### config.mk
export PLATFORM = sky130hd
export DESIGN_NAME = signal_deglitch
export DESIGN_NICKNAME = d
export VERILOG_FILES = /design/src/rtl/pwr_sig_pkg.sv /design/src/rtl/sync_2ff.sv /design/src/rtl/signal_deglitch.sv
export SDC_FILE = /design/constraint.sdc
export NUM_CORES = 1
export LEC_CHECK = 0
export CORE_AREA = 2 2 39 41
export DETAILED_ROUTE_END_ITERATION = 10
export DIE_AREA = 0 0 41 43
export PLACE_DENSITY = 0.55
export SYNTH_ARGS = -nofsm -noshare
export SYNTH_HDL_FRONTEND = slang
export SYNTH_SLANG_ARGS = --single-unit
### constraint.sdc
create_clock -name i_clk -period 3.7 [get_ports i_clk]
set_input_delay 0.37 -clock i_clk [delete_from_list [all_inputs] [get_ports i_clk]]
set_output_delay 0.37 -clock i_clk [all_outputs]
set_load 0.02 [all_outputs]
### src/rtl/pwr_sig_pkg.sv
// Shared types and defaults for the power-stage status signal qualifiers.
package pwr_sig_pkg;

  typedef enum logic {ST_STABLE, ST_FILT} deglitch_st_e;

  localparam int DEGLITCH_CYC_DEF = 8;

endpackage

### src/rtl/sync_2ff.sv
// Two-flop synchroniser for a single asynchronous bit; both stages reset to RST_VAL.
module sync_2ff #(
  parameter logic RST_VAL = 1'b0
) (
  input  logic i_clk,
  input  logic i_rst_n,
  input  logic d,
  output logic q
);

  logic meta;

  always_ff @(posedge i_clk or negedge i_rst_n) begin
    if (!i_rst_n) begin
      meta <= RST_VAL;
      q    <= RST_VAL;
    end else begin
      meta <= d;
      q    <= meta;
    end
  end

endmodule

### src/rtl/signal_deglitch.sv
// Persistence filter for an async status/fault flag; emits a one-cycle valid/data pair per accepted edge.
// Define SIG_DEGLITCH_SYNC_EN to put i_sig through a 2-flop synchroniser first.
module signal_deglitch
  import pwr_sig_pkg::*;
#(
  parameter int   FILT_CYC_NUM = DEGLITCH_CYC_DEF,
  parameter logic RST_VAL      = 1'b0
) (
  input  logic i_clk,
  input  logic i_rst_n,
  input  logic i_sig,
  input  logic i_filt_en,
  output logic o_sig,
  output logic o_vld,
  output logic o_vld_data,
  output logic o_busy
);

  localparam int CNT_W = $clog2(FILT_CYC_NUM);
  localparam logic [CNT_W-1:0] CNT_LAST = CNT_W'(FILT_CYC_NUM - 1);

  logic s;

`ifdef SIG_DEGLITCH_SYNC_EN
  sync_2ff #(.RST_VAL(RST_VAL)) u_sync (
    .i_clk   (i_clk),
    .i_rst_n (i_rst_n),
    .d       (i_sig),
    .q       (s)
  );
`else
  assign s = i_sig;
`endif

  deglitch_st_e   state_q, state_d;
  logic [CNT_W-1:0] cnt_q, cnt_d;
  logic           lvl_q, vld_q, data_q;
  logic           commit;

  always_comb begin
    state_d = state_q;
    cnt_d   = cnt_q;
    commit  = 1'b0;
    case (state_q)
      ST_STABLE: begin
        if (s != lvl_q) begin
          if (i_filt_en) begin
            state_d = ST_FILT;
            cnt_d   = CNT_W'(1);
          end else begin
            commit  = 1'b1;
          end
        end else begin
          cnt_d = '0;
        end
      end
      ST_FILT: begin
        // Every exit from FILT clears the counter, so it can never wrap.
        if (!i_filt_en) begin
          commit  = (s != lvl_q);
          state_d = ST_STABLE;
          cnt_d   = '0;
        end else if (s == lvl_q) begin
          state_d = ST_STABLE;
          cnt_d   = '0;
        end else if (cnt_q == CNT_LAST) begin
          commit  = 1'b1;
          state_d = ST_STABLE;
          cnt_d   = '0;
        end else begin
          cnt_d   = cnt_q + CNT_W'(1);
        end
      end
      default: begin
        state_d = ST_STABLE;
        cnt_d   = '0;
      end
    endcase
  end

  always_ff @(posedge i_clk or negedge i_rst_n) begin
    if (!i_rst_n) begin
      state_q <= ST_STABLE;
      cnt_q   <= '0;
      lvl_q   <= RST_VAL;
      vld_q   <= 1'b0;
      data_q  <= 1'b0;
    end else begin
      state_q <= state_d;
      cnt_q   <= cnt_d;
      vld_q   <= commit;
      data_q  <= commit & s;
      if (commit) lvl_q <= s;
    end
  end

  assign o_sig      = lvl_q;
  assign o_vld      = vld_q;
  assign o_vld_data = data_q;
  assign o_busy     = (state_q == ST_FILT);

endmodule

==> flow_summary_export.csv <==
group,metric,value,unit
worst_setup_path,timing.rr.start,"cnt_q[0]",
global_route,grt.total_usage,0.08824,
worst_setup_path,critPathCapture,"o_busy",
timing,setup_viol,0,
power_and_ir_drop,seq_power_share,0.481,
run,max_cap_viol_count,0,
global_route,overflow,0,
worst_setup_path,crit_chain,"clkdlybuf4s50_1",
worst_setup_path,crit_type,"reg2out",
synth,synth_mux_area_frac,0.03719,
worst_setup_path,worst-path-buf-inv,1,
floorplan,fp.coreArea,1384,um2
worst_setup_path,worstPathArrival,1.32,ns
worst_setup_path,worst_path_max_delay_cell,"clkdlybuf4s50_1",
worst_setup_path,cp_data_required_time,3.33,ns
floorplan,die_y,43,um
floorplan,pin_count,8,
timing,period_share,0.4568,
drt,drtAntennaViolNets,0,
timing,whs,0.3770,ns
timing,fmax,0.5916,GHz
clocking,cts_tree,"yes",
clocking,cts_root_buf,"clkbuf_4",
timing,setup-tns-final,0,ns
synth,avgSynthCellArea,12.62,um2
floorplan,die_area,1763,um2
drt,drt_iter0_markers,0,
power_and_ir_drop,ir_worst_vdd,157.9,uV
final_layout,num_antenna_cells,0,
clocking,clkTransAtPathRegs,0.05,ns
floorplan,rows,14,
synth,ys_seq_area_frac,0.5785,
power_and_ir_drop,swShare,0.2472,
synth,synth_top_area_frac,0.5785,
drt,dr_total_vias,219,
drt,dr.pass1.iters,1,
timing,period_minus_slack,1.690,ns
power_and_ir_drop,internal_power,0.1387,mW
timing,finalHoldViolCount,0,
timing,tightest_slew,0.4138,ns
place,globalplace.congestion,0.6315,
worst_setup_path,critical-path-top-delay-family,"buffers and inverters",
final_layout,fin_nets,42,
worst_setup_path,r2r_cells,4,
final_layout,syn2layout_area_growth,38.43,%
place,post-place-ws,2.044,ns
power_and_ir_drop,combPwrFrac,0.160,
synth,yosys.area_share.adder,0.08264,
synth,syn-instance-count,24,
synth,synth_most_common_cell,"dfrtp_1",
timing,final-max-slew-violation-count,0,
timing,layout_setup_ws,2.010,ns
synth,synth_cell_types,13,
clocking,worstSkewPairLatency,0.25,ns
power_and_ir_drop,p_leak,0.1803,nW
synth,synth_edf_count,0,
synth,async_reset_ff_frac,1.000,
place,place_hpwl,434.9,um
floorplan,die_x,41,um
power_and_ir_drop,p_clk_frac,0.358,
final_layout,post-route-util,0.3029,
synth,ys_warn_count,0,
synth,synth_compound_area_frac,0.09504,
clocking,cts-buffers-inserted,3,
timing,grt_setup_unrepaired,"false",
floorplan,initial_core_util,0.2188,
synth,synthSimpleGateAreaFrac,0.1777,
global_route,grt_first_pass_wirelength,979,um
worst_setup_path,r2r_end,"o_sig",
worst_setup_path,worstPathMaxFanout,7,
timing,slew-limit-headroom,0.7221,
clocking,cts_resized,0,
synth,ys_ff_latch,7,
synth,synthesis.nets,30,
run_status,outcome,"finished clean",
worst_setup_path,cpPeakStageDelay,0.64,ns
global_route,grt_max_degree,8,
worst_setup_path,worstSetupStartpoint,"o_busy",
clocking,postCtsSetupBuffers,0,
clocking,cts_max_level,1,
synth,netlist_top_cells_area,"dfrtp_1, ha_1, or3b_1",
clocking,ctsLongestPathBuffers,2,
power_and_ir_drop,p_per_area,439.6,nW/um2
synth,synthesis.area,302.8,um2
drt,wl_per_cell,10.55,um
synth,yosysTopAreaCell,"dfrtp_1",
drt,routed_wl,538,um
power_and_ir_drop,switchingPower,0.04555,mW
worst_setup_path,cp-start-kind,"register",
final_layout,drive_above_1_share,0.1143,
final_layout,fillerInstances,151,
synth,synthXorXnorAreaFrac,0.02893,
worst_setup_path,critical_path_depth,1,
global_route,antenna_found_initial,0,
worst_setup_path,rrSetupSlack,2.23,ns
worst_setup_path,worstSetupEndpointType,"output port",
synth,synth_top_family_by_area,"simple AND/OR/NAND/NOR gates",
clocking,cts.hold.buffers_added,0,
timing,fin_skew,0.006690,ns
drt,detail_route.vias_per_cell,4.294,
global_route,grt_pass1_vias,234,
synth,synth_top_flop_cell,"dfrtp_1",
place,port_buffers,7,
hold_path,holdCritPathClass,"in2async",
clocking,cts_num_sinks,7,
drt,drc_errors,0,
[stage by stage]
stage	total power, mW	cells	area (um2)
after global placement	0.1187	47	392.9
after global routing	0.1960	51	419.2
after CTS	0.1884	51	419.2
after floorplan	0.1033	24	302.8
final	0.1843	51	419.2
after detailed placement	0.1198	47	392.9
[registers in the layout, indices dropped and copies added, names as in the netlist]
name,flops
cnt_q,3
o_busy,1
o_sig,1
o_vld,1
o_vld_data,1
[cell families (layout without fill, tap and decap cells)]
group,count (synthesis),in the layout
xor+xnor,1,1
simple gates,9,9
flops,7,7
fa+ha+maj,2,2
compound gates,4,4
buf+inv,0,11
mux,1,1
[worst min path at each step]
| stage | cells after the start | endpoint | slack [ns] |
|---|---|---|---|
| finish | 1 | o_vld_data | 0.38 |
| global route | 1 | o_vld_data | 0.40 |
| CTS | 1 | o_vld_data | 0.38 |
| detailed placement | 1 | o_vld_data | 0.51 |
| global placement | 1 | o_vld_data | 0.49 |
| floorplan | 0 | cnt_q[0] | 0.07 |
[cell usage in the layout, fill, tap and decap left out]
cell / Yosys / routed
o21a_1: 1 / 1
xnor2_1: 1 / 1
nor2_1: 2 / 2
nor3b_1: 1 / 1
mux2_1: 1 / 1
a21boi_2: 1 / 1
nand3_1: 2 / 2
a21oi_1: 2 / 2
clkbuf_4: 0 / 3
ha_1: 2 / 2
clkdlybuf4s50_1: 0 / 7
dfrtp_1: 7 / 7
nor3_1: 1 / 1
nor2b_1: 1 / 1
clkbuf_1: 0 / 1
or3b_1: 2 / 2
[cell type report]
type / instances / area [um2] / area share
multi-input cells: 17 / 127.6 / 0.3045
well taps: 16 / 20.02 / 0.04776
flip-flops and latches: 7 / 175.2 / 0.4179
clock buffers: 4 / 26.28 / 0.06269
repair buffers: 7 / 70.07 / 0.1672
[worst reg2reg max path: cells and delay by family, from the launching register on]
family,cells,cell delay (ns)
mux,1,0.34
fa+ha+maj,2,0.42
flops,1,0.39
compound gates,1,0.23
[per-layer routing]
| layer | up-vias | GRT usage | routed length, um |
|---|---|---|---|
| met5 | - | 0 | 0 |
| met4 | 0 | 0.1000 | 8 |
| met3 | 2 | 0.02094 | 38 |
| met2 | 8 | 0.1188 | 239 |
| met1 | 103 | 0.09967 | 251 |
| li1 | 106 | - | - |
[power by group through the flow]
stage               Clock (mW)  Combinational [mW]  Sequential (mW)
global placement             0              0.0294           0.0892
floorplan                    0             0.00977           0.0936
global route            0.0738              0.0324           0.0898
detailed placement           0              0.0298           0.0900
finish                  0.0660              0.0295           0.0887
CTS                     0.0696              0.0300           0.0888
(Power assumes the default switching activity.)
